--- config.mk ---
export PLATFORM = sky130hd
export DESIGN_NAME = jtframe_dwnld_map_flat
export DESIGN_NICKNAME = d
export VERILOG_FILES = /design/src/rtl/jtframe_dwnld_map_if.sv /design/src/rtl/jtframe_dwnld_map.sv /design/src/flat_wrapper.sv
export SDC_FILE = /design/constraint.sdc
export NUM_CORES = 1
export LEC_CHECK = 0
export ABC_CLOCK_PERIOD_IN_PS = 4100
export CORE_ASPECT_RATIO = 1.5
export CORE_MARGIN = 1
export CORE_UTILIZATION = 55
export CTS_CLUSTER_DIAMETER = 50
export DETAILED_ROUTE_END_ITERATION = 12
export PLACE_DENSITY = 0.88
export SYNTH_ARGS = -nofsm -noshare
export SYNTH_HDL_FRONTEND = slang
export SYNTH_SLANG_ARGS = --single-unit
--- constraint.sdc ---
create_clock -name clk_sys -period 4.1 [get_ports clk_sys]
set_input_delay 0.82 -clock clk_sys [delete_from_list [all_inputs] [get_ports clk_sys]]
set_output_delay 0.82 -clock clk_sys [all_outputs]
set_load 0.03 [all_outputs]
--- src/rtl/jtframe_dwnld_map_if.sv ---
// jtframe_dwnld_map_if
//
// SDRAM programming bus between the ROM-download mapper and the SDRAM
// controller's programming port. The mapper is the master: it presents one
// masked 16-bit write at a time and holds it until the controller accepts it.
//
// Parameters:
//   AW         ioctl byte-address width; prog_addr is the word address (AW-1 bits)
//
// Signals:
//   prog_addr  SDRAM word address of the pending write
//   prog_data  written byte replicated on both 8-bit lanes
//   prog_mask  active-low lane enable (bit 0 = low lane, bit 1 = high lane)
//   prog_we    write request, held until prog_rdy is seen
//   prog_rdy   controller acceptance, meaningful only while prog_we is high
//   region     mapping region the pending write belongs to
//
// Modports:
//   master     mapper side (drives the write, receives prog_rdy)
//   slave      SDRAM controller side
interface jtframe_dwnld_map_if #(
    parameter int AW = 22
);
    logic [AW-2:0] prog_addr;
    logic [15:0]   prog_data;
    logic [1:0]    prog_mask;
    logic          prog_we;
    logic          prog_rdy;
    logic [2:0]    region;

    modport master (
        output prog_addr,
        output prog_data,
        output prog_mask,
        output prog_we,
        output region,
        input  prog_rdy
    );

    modport slave (
        input  prog_addr,
        input  prog_data,
        input  prog_mask,
        input  prog_we,
        input  region,
        output prog_rdy
    );
endinterface

--- src/rtl/jtframe_dwnld_map.sv ---
// jtframe_dwnld_map
//
// ROM-download mapper sitting between the HPS ioctl byte stream and the SDRAM
// programming port. Leading header bytes are discarded, the remaining stream
// is split into up to 8 regions, each with its own SDRAM byte destination,
// and bytes are buffered in a small FIFO so that SDRAM back-pressure does not
// lose data (the ioctl side cannot be stalled). Each byte becomes one masked
// 16-bit write which is held until the SDRAM controller accepts it.
// End-of-download is reported only once every buffered byte is committed.
//
// Parameters:
//   AW       ioctl byte-address width (prog_addr is AW-1 bits)
//   HEADER   number of leading bytes discarded
//   REGIONS  number of regions, 1..8
//   START    packed REGIONS*AW; first post-header byte of each region,
//            START[0] = 0, ascending
//   OFFSET   packed REGIONS*AW; SDRAM byte destination of each region (even)
//   DEPTH    FIFO entries, power of 2, >= 2
//
// Ports:
//   clk_sys      system clock, rising edge
//   rst_n        asynchronous active-low reset
//   downloading  download window from hps_io
//   ioctl_addr   byte address of the incoming byte
//   ioctl_data   incoming byte
//   ioctl_wr     one-cycle byte strobe
//   prog         SDRAM programming bus (jtframe_dwnld_map_if.master)
//   overflow     sticky: a byte was dropped because the FIFO was full
//   dwnld_busy   high from the downloading rise until the download is done
//   dwnld_done   one-cycle pulse once all bytes have been committed
//
// Build option:
//   JTFRAME_DWNLD_SWAP_EN  when defined, even SDRAM byte addresses go to the
//                          high lane and odd ones to the low lane (big-endian
//                          CPU ROMs). Word addresses are not affected.
module jtframe_dwnld_map #(
    parameter int                    AW      = 22,
    parameter int                    HEADER  = 0,
    parameter int                    REGIONS = 1,
    parameter logic [REGIONS*AW-1:0] START   = '0,
    parameter logic [REGIONS*AW-1:0] OFFSET  = '0,
    parameter int                    DEPTH   = 4
) (
    input  logic                       clk_sys,
    input  logic                       rst_n,
    input  logic                       downloading,
    input  logic [AW-1:0]              ioctl_addr,
    input  logic [7:0]                 ioctl_data,
    input  logic                       ioctl_wr,
    jtframe_dwnld_map_if.master        prog,
    output logic                       overflow,
    output logic                       dwnld_busy,
    output logic                       dwnld_done
);

    localparam int            PW      = $clog2(DEPTH);
    localparam logic [AW-1:0] HDR     = AW'(HEADER);
    localparam logic [PW:0]   PTR_ONE = (PW+1)'(1);

    typedef enum logic [1:0] {
        ST_IDLE,
        ST_LOAD,
        ST_FLUSH
    } state_t;

    state_t        state;
    logic          dl_last;
    logic          dl_rise;

    // FIFO storage: header-relative byte address plus data
    logic [AW-1:0] fifo_addr [DEPTH];
    logic [7:0]    fifo_data [DEPTH];
    logic [PW:0]   wr_ptr;
    logic [PW:0]   rd_ptr;
    logic          fifo_empty;
    logic          fifo_full;

    logic          push_req;
    logic          push;
    logic          drop;
    logic          pop;

    logic [AW-1:0] head_a;
    logic [7:0]    head_d;
    logic [2:0]    map_r;
    logic [AW-1:0] map_start;
    logic [AW-1:0] map_offset;
    logic [AW-1:0] map_b;
    logic [1:0]    map_mask;

    // Pointers carry one extra wrap bit so full and empty can be told apart
    // without a separate occupancy counter.
    assign fifo_empty = (wr_ptr == rd_ptr);
    assign fifo_full  = (wr_ptr[PW] != rd_ptr[PW]) &&
                        (wr_ptr[PW-1:0] == rd_ptr[PW-1:0]);

    assign dl_rise  = downloading & ~dl_last;

    // A pop frees a slot in the same cycle, so a push into a full FIFO is
    // still taken when the output register is draining it at the same time.
    assign push_req = ioctl_wr & downloading & (ioctl_addr >= HDR);
    assign pop      = (~prog.prog_we | prog.prog_rdy) & ~fifo_empty;
    assign push     = push_req & (~fifo_full | pop);
    assign drop     = push_req & fifo_full & ~pop;

    // FIFO data store; no reset needed since entries are only read once
    // the pointers say they were written.
    always_ff @(posedge clk_sys) begin
        if (push) begin
            fifo_addr[wr_ptr[PW-1:0]] <= ioctl_addr - HDR;
            fifo_data[wr_ptr[PW-1:0]] <= ioctl_data;
        end
    end

    // FIFO pointers
    always_ff @(posedge clk_sys or negedge rst_n) begin
        if (!rst_n) begin
            wr_ptr <= '0;
            rd_ptr <= '0;
        end else begin
            if (push) begin
                wr_ptr <= wr_ptr + PTR_ONE;
            end
            if (pop) begin
                rd_ptr <= rd_ptr + PTR_ONE;
            end
        end
    end

    // Region lookup on the FIFO head. START values are ascending, so the
    // last region whose start is not above the address is the one it lives in.
    always_comb begin
        head_a     = fifo_addr[rd_ptr[PW-1:0]];
        head_d     = fifo_data[rd_ptr[PW-1:0]];
        map_r      = 3'd0;
        map_start  = START[AW-1:0];
        map_offset = OFFSET[AW-1:0];
        for (int i = 0; i < REGIONS; i++) begin
            if (head_a >= START[i*AW +: AW]) begin
                map_r      = 3'(i);
                map_start  = START[i*AW +: AW];
                map_offset = OFFSET[i*AW +: AW];
            end
        end
        map_b = map_offset + (head_a - map_start);
`ifdef JTFRAME_DWNLD_SWAP_EN
        map_mask = map_b[0] ? 2'b10 : 2'b01;
`else
        map_mask = map_b[0] ? 2'b01 : 2'b10;
`endif
    end

    // Output write register: loads a new write whenever the current one is
    // absent or being accepted, and otherwise holds everything stable.
    always_ff @(posedge clk_sys or negedge rst_n) begin
        if (!rst_n) begin
            prog.prog_addr <= '0;
            prog.prog_data <= '0;
            prog.prog_mask <= '0;
            prog.prog_we   <= 1'b0;
            prog.region    <= '0;
        end else if (pop) begin
            prog.prog_addr <= map_b[AW-1:1];
            prog.prog_data <= {head_d, head_d};
            prog.prog_mask <= map_mask;
            prog.prog_we   <= 1'b1;
            prog.region    <= map_r;
        end else if (prog.prog_we && prog.prog_rdy) begin
            prog.prog_we   <= 1'b0;
        end
    end

    // Download sequencing. FLUSH waits for the FIFO and the output register
    // to drain before announcing completion; a new download window during
    // FLUSH resumes loading without losing the buffered bytes.
    always_ff @(posedge clk_sys or negedge rst_n) begin
        if (!rst_n) begin
            state      <= ST_IDLE;
            dl_last    <= 1'b0;
            overflow   <= 1'b0;
            dwnld_busy <= 1'b0;
            dwnld_done <= 1'b0;
        end else begin
            dl_last    <= downloading;
            dwnld_done <= 1'b0;
            case (state)
                ST_IDLE: begin
                    if (dl_rise) begin
                        state      <= ST_LOAD;
                        dwnld_busy <= 1'b1;
                    end
                end
                ST_LOAD: begin
                    if (!downloading) begin
                        state <= ST_FLUSH;
                    end
                end
                ST_FLUSH: begin
                    if (dl_rise) begin
                        state <= ST_LOAD;
                    end else if (fifo_empty && !prog.prog_we) begin
                        state      <= ST_IDLE;
                        dwnld_busy <= 1'b0;
                        dwnld_done <= 1'b1;
                    end
                end
                default: begin
                    state <= ST_IDLE;
                end
            endcase
            // a drop on the very edge that starts a new window still counts
            if (drop) begin
                overflow <= 1'b1;
            end else if (dl_rise && state != ST_LOAD) begin
                overflow <= 1'b0;
            end
        end
    end

endmodule

--- src/flat_wrapper.sv ---
// flat-port wrapper written by rule: the top's interface ports become plain ports
module jtframe_dwnld_map_flat 
#(
    parameter int                    AW      = 22,
    parameter int                    HEADER  = 0,
    parameter int                    REGIONS = 1,
    parameter logic [REGIONS*AW-1:0] START   = '0,
    parameter logic [REGIONS*AW-1:0] OFFSET  = '0,
    parameter int                    DEPTH   = 4
)
  (clk_sys, rst_n, downloading, ioctl_addr, ioctl_data, ioctl_wr, overflow, dwnld_busy, dwnld_done, prog_prog_addr, prog_prog_data, prog_prog_mask, prog_prog_we, prog_region, prog_prog_rdy);
  jtframe_dwnld_map_if #(.AW(AW)) prog_i ();
  input  logic clk_sys;
  input  logic rst_n;
  input  logic downloading;
  input  logic [AW-1:0] ioctl_addr;
  input  logic [7:0] ioctl_data;
  input  logic ioctl_wr;
  output logic overflow;
  output logic dwnld_busy;
  output logic dwnld_done;
  output wire logic [$bits(prog_i.prog_addr)-1:0] prog_prog_addr;
  output wire logic [$bits(prog_i.prog_data)-1:0] prog_prog_data;
  output wire logic [$bits(prog_i.prog_mask)-1:0] prog_prog_mask;
  output wire logic [$bits(prog_i.prog_we)-1:0] prog_prog_we;
  output wire logic [$bits(prog_i.region)-1:0] prog_region;
  input wire logic [$bits(prog_i.prog_rdy)-1:0] prog_prog_rdy;
  assign prog_prog_addr = prog_i.prog_addr;
  assign prog_prog_data = prog_i.prog_data;
  assign prog_prog_mask = prog_i.prog_mask;
  assign prog_prog_we = prog_i.prog_we;
  assign prog_region = prog_i.region;
  assign prog_i.prog_rdy = prog_prog_rdy;
  jtframe_dwnld_map #(.AW(AW), .HEADER(HEADER), .REGIONS(REGIONS), .START(START), .OFFSET(OFFSET), .DEPTH(DEPTH)) u_core (.clk_sys(clk_sys), .rst_n(rst_n), .downloading(downloading), .ioctl_addr(ioctl_addr), .ioctl_data(ioctl_data), .ioctl_wr(ioctl_wr), .prog(prog_i), .overflow(overflow), .dwnld_busy(dwnld_busy), .dwnld_done(dwnld_done));
endmodule
---- After elaboration in Yosys (flattened, before gate mapping) ----
Memories as Yosys holds them, arrays and structs flattened.
Index checks and enable logic that the tools add are counted.
word-level totals
  bits in registers ....................... 52
  bits in writable memories ............... 120
  bits of input ports ..................... 35
  memories kept ........................... 2
memories
  memory            words  width  rd ports  clocked after memory_dff  write ports  RTL line                 source
  u_core.fifo_addr  4      22     1         0                         1            jtframe_dwnld_map.sv:71  logic [AW-1:0] fifo_addr [DEPTH];
  u_core.fifo_data  4      8      1         0                         1            jtframe_dwnld_map.sv:72  logic [7:0] fifo_data [DEPTH];
operators by class
  add/sub/neg operators ................... 2
  magnitude comparators ................... 1
  equal/unequal tests ..................... 11
  multiplexer cells ....................... 19
  bitwise gates (word level) .............. 14
  reduce and logical (&&, ||, !) cells .... 11
operator list
  kind                 count
  $ge 22x1->1 const B  1
  $mux 1               12
  $mux 2               5
  $and 1x1->1          7
  $add 3x1->3 const B  2
  $ne 2x1->1 const B   3
  $pmux 2 s3           1
  $reduce_bool 2->1    3
  $not 1->1            5
  $logic_and 1x1->1    4
  $ne 2x2->1 const B   2
  $reduce_and 4->1     1
  $eq 3x3->1           1
  $ne 3x1->1 const B   1
  $reduce_and 3->1     1
  $eq 2x1->1 const B   1
  $eq 2x2->1           1
  $eq 2x2->1 const B   1
  $logic_not 2->1      1
  $or 1x1->1           2
  $pmux 1 s2           1
  $logic_not 1->1      1
  $ne 1x1->1           1

---- Depth between registers and ports, before layout ----
Gate-level depths: netlist of the first run.
  word-level depth ........................ 7
  gate-level depth with buffers ........... 5
  gate-level depth less buffers ........... 4

---- Least setup slack after synthesis of the first run ----
OpenSTA, ideal clock, no wires.
  path kind ............................... input port to flip-flop
  start point ............................. input prog_prog_rdy
  end point ............................... memory u_core.fifo_addr[3][0], enable pin
  data arrival time ....................... 2.708 ns
  data required time ...................... 3.662 ns
  slack ................................... 0.954 ns
  stages on the path ...................... 2
  buffers on the path ..................... 0
  path through ............................ nor2b_1 -> a41oi_1
between the ends
  longest elaborated chain between the ends .. 6
RTL lines
  what                          RTL line                  source
  start: declaration            flat_wrapper.sv:27        input wire logic [$bits(prog_i.prog_rdy)-1:0] prog_prog_rdy;
  $or 1x1->1                    jtframe_dwnld_map.sv:102  assign pop = (~prog.prog_we | prog.prog_rdy) & ~fifo_empty;
  $and 1x1->1                   jtframe_dwnld_map.sv:102
  $or 1x1->1                    jtframe_dwnld_map.sv:103  assign push = push_req & (~fifo_full | pop);
  $and 1x1->1                   jtframe_dwnld_map.sv:103
  $mux 1                        jtframe_dwnld_map.sv:109  if (push) begin
  $mux 1 (not written as such)  jtframe_dwnld_map.sv:110  fifo_addr[wr_ptr[PW-1:0]] <= ioctl_addr - HDR;
  end: declaration              jtframe_dwnld_map.sv:71
Every way passes these cells.

---- Worst setup path after layout of the first run ----
  start point ............................. register u_core.rd_ptr[1]
  end point ............................... register u_core.prog.prog_addr[20]
between the ends
  longest elaborated chain between the ends .. 3
RTL lines
  what                      RTL line                    source
  start: declaration        jtframe_dwnld_map.sv:74     logic [PW:0] rd_ptr;
  start signal: assignment  jtframe_dwnld_map.sv:125    rd_ptr <= rd_ptr + PTR_ONE;
  $eq 3x3->1                jtframe_dwnld_map.sv:93     assign fifo_empty = (wr_ptr == rd_ptr);
  $not 1->1                 jtframe_dwnld_map.sv:102
  $and 1x1->1               jtframe_dwnld_map.sv:102
  end signal: assignment    jtframe_dwnld_map.sv:163    prog.prog_addr <= map_b[AW-1:1];
  end: declaration          jtframe_dwnld_map_if.sv:32  output prog_addr,
Parallel ways exist; a longest one is shown, timed or not.
A chain may end at the register's enable or synchronous reset.

==> results of run 1 <==
[area by class of cell]
cell class	instances	share of cell area (%)
tap	147	2.34
multi-input combinational	106	19.5
clock buffer	18	5.47
timing repair buffer	81	10.1
sequential	164	60.0
inverter	6	0.287
clock inverter	14	2.26
[per-layer routing]
metal  GRT usage [%]  part of all wire (%)  vias up
li1                -                     -     1317
met2            35.6                    54       98
met1            25.8                    40     1595
met4            8.15                   1.3        0
met5               0                     0        -
met3            5.39                   4.0       14
[path summary, 6_finish.rpt]
path / start / endpoint / cells past startpoint
max in group asynchronous: rst_n / u_core.rd_ptr[1] / 1
min in group asynchronous: rst_n / u_core.prog.prog_data[9] / 1
worst max-delay path: u_core.rd_ptr[1] / u_core.prog.prog_addr[20] / 5
worst min register to register: u_core.prog.prog_addr[19] / u_core.prog.prog_addr[19] / 1
worst min-delay path: u_core.prog.prog_addr[19] / u_core.prog.prog_addr[19] / 1
worst max register to register: u_core.rd_ptr[1] / u_core.prog.prog_addr[20] / 5
[worst max-delay path, cell delays in order (launching register included)]
cell	delay, ps
dfrtp_2	340
buf_4	420
xnor2_2	240
a31oi_4	710
buf_4	460
mux2_2	380
[registers in the layout (all words and copies together) (netlist names), 2 cells and up]
register and count:
u_core.fifo_data 32, u_core.prog.prog_addr 21, u_core.prog.prog_data 8, u_core.wr_ptr 3, u_core.state 2, u_core.fifo_addr 88
u_core.rd_ptr 3, u_core.prog.prog_mask 2
[kinds of logic (layout without fill, tap and decap cells)]
| group | count (synthesis) | count (layout) | synth area share, % |
|---|---|---|---|
| flops | 164 | 164 | 73.6 |
| mux | 63 | 63 | 18.0 |
| buf+inv | 28 | 119 | 2.95 |
| simple gates | 15 | 15 | 1.39 |
| compound gates | 10 | 10 | 1.43 |
| xor+xnor | 10 | 10 | 1.60 |
| fa+ha+maj | 5 | 5 | 0.978 |
| other cells | 1 | 3 | 0.0587 |
[layout by cell type, fill, tap and decap left out, types with 2 or more instances in the layout]
master / n
clkinvlp_4: 3
xor2_1: 6
mux2_2: 4
o21ai_0: 2
ha_1: 5
buf_4: 4
dfrtp_1: 42
nor2b_1: 2
clkdlybuf4s50_1: 76
bufinv_16: 3
mux2_4: 28
clkbuf_16: 17
xnor2_1: 2
clkinv_4: 3
conb_1: 3
mux4_2: 30
nor3_1: 2
nand2_1: 2
edfxtp_1: 120
inv_6: 4
dfrtp_2: 2
and2_2: 3
inv_1: 6
xnor2_2: 2
[metrics by stage]
step / instances / hold WS, ps / setup WS (ps) / total power, mW / utilization (%)
2_1_floorplan: 298 / 485 / 954 / 4.07 / -
5_1_grt: 536 / 532 / 1240 / 6.59 / 70.2
3_3_place_gp: 504 / 503 / 1080 / 4.65 / 64.8
4_1_cts: 536 / 520 / 1390 / 6.38 / 70.2
3_5_place_dp: 504 / 501 / 1030 / 4.74 / 64.8
6_report: 536 / 515 / 1400 / 6.32 / 70.2
[where the power goes]
group	switching [mW]	internal, mW
Sequential	0.198	2.15
Clock	0.646	0.965
Combinational	1.20	1.17
==> flow_metrics.py, run 1 <==
metrics = {
    "outcome": {
        "status": "completed",
    },
    "final_layout": {
        "multi_input_area_um2": 1530,
        "design_area_um2": 7850,
        "area_growth_syn_to_layout_pct": 22.7,
        "antenna_cells": 0,
        "regArea_um2": 4710,
        "drive_above_1_share_pct": 27.5,
        "fillCellCount": 666,
        "fin_nets": 416,
    },
    "synthesis": {
        "synthArstFlopShare_pct": 26.8,
        "synth_area_leaders": "edfxtp_1 (56%), dfrtp_1 (17%), mux4_2 (11%)",
        "yosysMostFrequentCell": "edfxtp_1",
        "synth_common_cells": "edfxtp_1 (120), dfrtp_1 (44), mux4_2 (30)",
        "synth.distinct_cells": 35,
        "synth_top_area_share_pct": 56.4,
        "ys.flop_type": "edfxtp_1",
        "synthCells": 296,
        "yosys_warnings": 0,
        "syn_area_per_cell_um2": 21.6,
        "ys_seq_area_share_pct": 73.6,
        "yosys.area.top_type": "edfxtp_1",
        "synth-seq-cells": 164,
        "synth_edf_count": 120,
        "netlist_area_um2": 6390,
    },
    "sta": {
        "final-max-slew-violation-count": 0,
        "setup-violations-final": 0,
        "fin_setup_tns_ps": 0,
        "slew_headroom_pct": 32.9,
        "max_freq_mhz": 371,
        "post-route-period-util_pct": 65.7,
        "worstMarginPinSlew_ps": 1010,
        "final.setup_skew_ps": 8.55,
        "period_minus_slack_ps": 2700,
        "rsz0062_at_grt": "false",
        "final_hold_viol_count": 0,
    },
    "clock_network": {
        "ctsHoldBuffers": 0,
        "clk_latency_ps": 420,
        "clkTransAtPathRegs_ps": 60,
        "tritoncts": "done",
        "htreeDepth": 4,
        "cts_sinks": 164,
        "postCtsSetupBuffers": 0,
        "clock-root-buffer": "clkbuf_16",
        "numCtsBuffers": 17,
        "post_cts_resized": 0,
        "cts_buffer_depth": 2,
    },
    "grt": {
        "antenna_found_initial": 0,
        "grt_overflow_total": 0,
        "grt_pass1_wl_um": 18300,
        "grt_pass1_vias": 3255,
        "grt_util_all_layers_pct": 20.9,
        "grt_max_degree": 45,
    },
    "place": {
        "place.gp.congestion": 0.717,
        "io_buffers": 77,
        "place_area_um2": 7240,
        "hpwl_um": 6660,
    },
    "route": {
        "ant_nets": 0,
        "firstDrtPassIters": 4,
        "wl_um": 11300,
        "drtIter0Drc": 185,
        "viasPerCell": 5.64,
        "avgRoutedWirePerCell_um": 21.1,
        "drc": 0,
        "vias": 3024,
    },
    "floorplanning": {
        "die_w_um": 90.0,
        "row_count": 47,
        "dieArea_um2": 12100,
        "core-area_um2": 11200,
        "initial_core_util_pct": 57.2,
        "io_pins": 81,
        "die_h_um": 134,
    },
    "run": {
        "maxCapViolations": 0,
    },
    "setup_path": {
        "end_kind": "flop",
        "cp-start-kind": "flop",
        "path_class": "flop to flop",
        "critical_path_peak_fanout": 34,
        "required_ps": 4410,
        "arrival_ps": 3000,
        "r2r_slack_ps": 1400,
    },
    "min_path": {
        "min-delay-path-class": "flop to flop",
    },
    "power_and_ir_drop": {
        "powerDensity_nw_per_um2": 806,
        "leakage_nw": 2.83,
        "max-vdd-ir-drop_mv": 0.601,
    },
}
Power figures use the tool's default switching activity.
==> run 2: changes to the inputs <==
ABC_CLOCK_PERIOD_IN_PS = 2500   (was 4100)
clock period = 2.5 ns   (was 4.1 ns; I/O delays follow)
==> run 2 against run 1 <==
Design area is 1.6% higher. Sequential share of layout area is 0.95 points lower. Die area stayed put. Global-route usage is 0.52 points higher. Clock skew is 1.5 ps higher. Worst setup slack worse by 960 ps. Clock-buffer cell count stayed put. Non-clock buffer count is 10 higher. Utilization is 1.1 points higher.
==> flow_metrics.py, run 2 (synthesis results as in run 1) <==
metrics = {
    "setup_path": {
        "cp_slowest_cell": "clkdlybuf4s50_1",
        "arrival_ps": 1550,
        "cp-start-kind": "flop",
        "critical_path_peak_fanout": 3,
        "critPathMaxStageDelay_ps": 720,
        "cp_top_family": "buffers and inverters",
        "cp.depth": 1,
        "end_kind": "primary output",
        "crit_path_cell_trace": "clkdlybuf4s50_1",
        "required_ps": 2000,
        "path_class": "flop to primary output",
        "cp.buffers_inverters": 1,
        "worst_r2r_path_depth": 5,
    },
    "clock_network": {
        "clk_latency_ps": 430,
        "numCtsBuffers": 17,
        "clkTransAtPathRegs_ps": 60,
        "cts_sinks": 164,
        "htreeDepth": 4,
        "ctsHoldBuffers": 1,
        "post_cts_resized": 0,
        "clock-root-buffer": "clkbuf_16",
        "tritoncts": "done",
        "cts_buffer_depth": 2,
        "postCtsSetupBuffers": 0,
    },
    "sta": {
        "final-max-slew-violation-count": 0,
        "period_minus_slack_ps": 2050,
        "max_freq_mhz": 487,
        "final_hold_viol_count": 0,
        "whs_ps": 515,
        "slew_headroom_pct": 66.8,
        "setup-violations-final": 0,
        "post-route-period-util_pct": 82.2,
        "final.setup_skew_ps": 10.1,
        "fin_setup_tns_ps": 0,
        "rsz0062_at_grt": "false",
        "worstMarginPinSlew_ps": 497,
    },
    "power_and_ir_drop": {
        "p_int_mw": 6.96,
        "max-vdd-ir-drop_mv": 0.803,
        "powerDensity_nw_per_um2": 1300,
        "power_frac_comb_pct": 38.8,
        "p_sw_mw": 3.38,
        "clkPwrFrac_pct": 23.8,
        "swShare_pct": 32.7,
        "seq_power_share_pct": 37.4,
        "leakage_nw": 2.90,
    },
    "route": {
        "viasPerCell": 5.60,
        "avgRoutedWirePerCell_um": 21.1,
        "drc": 0,
        "top_layer": "met4",
        "wl_um": 11500,
        "drtIter0Drc": 150,
        "firstDrtPassIters": 4,
        "wl_met1_um": 4550,
        "route.met2.wl_um": 6180,
        "wl_met3_um": 535,
        "ant_nets": 0,
        "vias": 3056,
    },
    "place": {
        "dp_cells": 513,
        "io_buffers": 77,
        "place_area_um2": 7390,
        "place.gp.congestion": 0.759,
        "hpwl_um": 6890,
    },
    "grt": {
        "grt_pass1_vias": 3304,
        "grt_pass1_wl_um": 18400,
        "grt_max_degree": 34,
        "antenna_found_initial": 0,
        "grt_overflow_total": 0,
        "grt_util_all_layers_pct": 21.4,
    },
    "final_layout": {
        "fillCellCount": 655,
        "area_growth_syn_to_layout_pct": 24.7,
        "layout_commonest_cell": "edfxtp_1",
        "final_cell_mix": "edfxtp_1 (120), clkdlybuf4s50_1 (76), dfrtp_1 (42)",
        "fin_cells": 546,
        "largest_reg_flops": 88,
        "design_area_um2": 7970,
        "antenna_cells": 0,
        "fin_nets": 426,
        "drive_above_1_share_pct": 29.3,
    },
    "outcome": {
        "status": "completed",
    },
    "min_path": {
        "holdPathStages": 1,
        "min-delay-path-class": "flop to flop",
    },
    "floorplanning": {
        "die_h_um": 134,
        "dieArea_um2": 12100,
        "initial_core_util_pct": 57.2,
        "die_w_um": 90.0,
        "io_pins": 81,
        "row_count": 47,
        "core-area_um2": 11200,
    },
    "run": {
        "maxCapViolations": 0,
    },
}
==> run 2: changes by cell type in the layout (fill, tap and decap cells not counted), sizes merged <==
| cell | delta |
|---|---|
| buf | +9 |
| inv | -1 |
| clkinvlp | -1 |
| dlygate4sd3 | +1 |
| clkinv | +4 |
| bufinv | -2 |
==> run 2: path summary, 6_finish.rpt <==
path / to / start / slack (ps)
worst min register to register: u_core.prog.prog_addr[15] / u_core.prog.prog_addr[15] / 520
max in group asynchronous: u_core.rd_ptr[1] / rst_n / 1340
worst max-delay path: prog_prog_data[2] / u_core.prog.prog_data[10] / 450
worst min-delay path: u_core.prog.prog_addr[15] / u_core.prog.prog_addr[15] / 520
worst max register to register: u_core.fifo_addr[1][12] / u_core.rd_ptr[2] / 570
min in group asynchronous: u_core.prog.prog_addr[18] / rst_n / 530
==> run 2: through the flow <==
step                      utilization (%)  setup WS (ps)  power [mW]
after detailed placement             66.2            384        7.92
after global routing                 71.4            434        10.8
after global placement               66.2            394        7.78
after CTS                            71.4            436        10.4
final                                71.4            446        10.3
after floorplan                         -            185        6.69
==> run 2: area by class of cell <==
type / instances / area (um2) / share of cell area, %
inverters: 6 / 22.5 / 0.282
multi-input cells: 106 / 1530 / 19.2
clock inverters: 14 / 129 / 1.62
well taps: 147 / 184 / 2.31
clock buffers: 18 / 439 / 5.51
repair buffers: 91 / 961 / 12.1
flip-flops and latches: 164 / 4710 / 59.0
==> run 2: power groups by stage <==
stage               Combinational [mW]  Sequential [mW]  Clock [mW]
global placement                  3.90             3.88           0
floorplan                         2.33             4.36           0
finish                            4.02             3.86        2.46
CTS                               4.06             3.87        2.49
detailed placement                4.02             3.90           0
global route                      4.25             3.93        2.60
==> run 2: routing by layer <==
metal	GRT usage [%]	up-vias
met5	0	-
met4	10.1	0
met3	5.50	21
met2	35.9	117
met1	26.3	1582
li1	-	1336
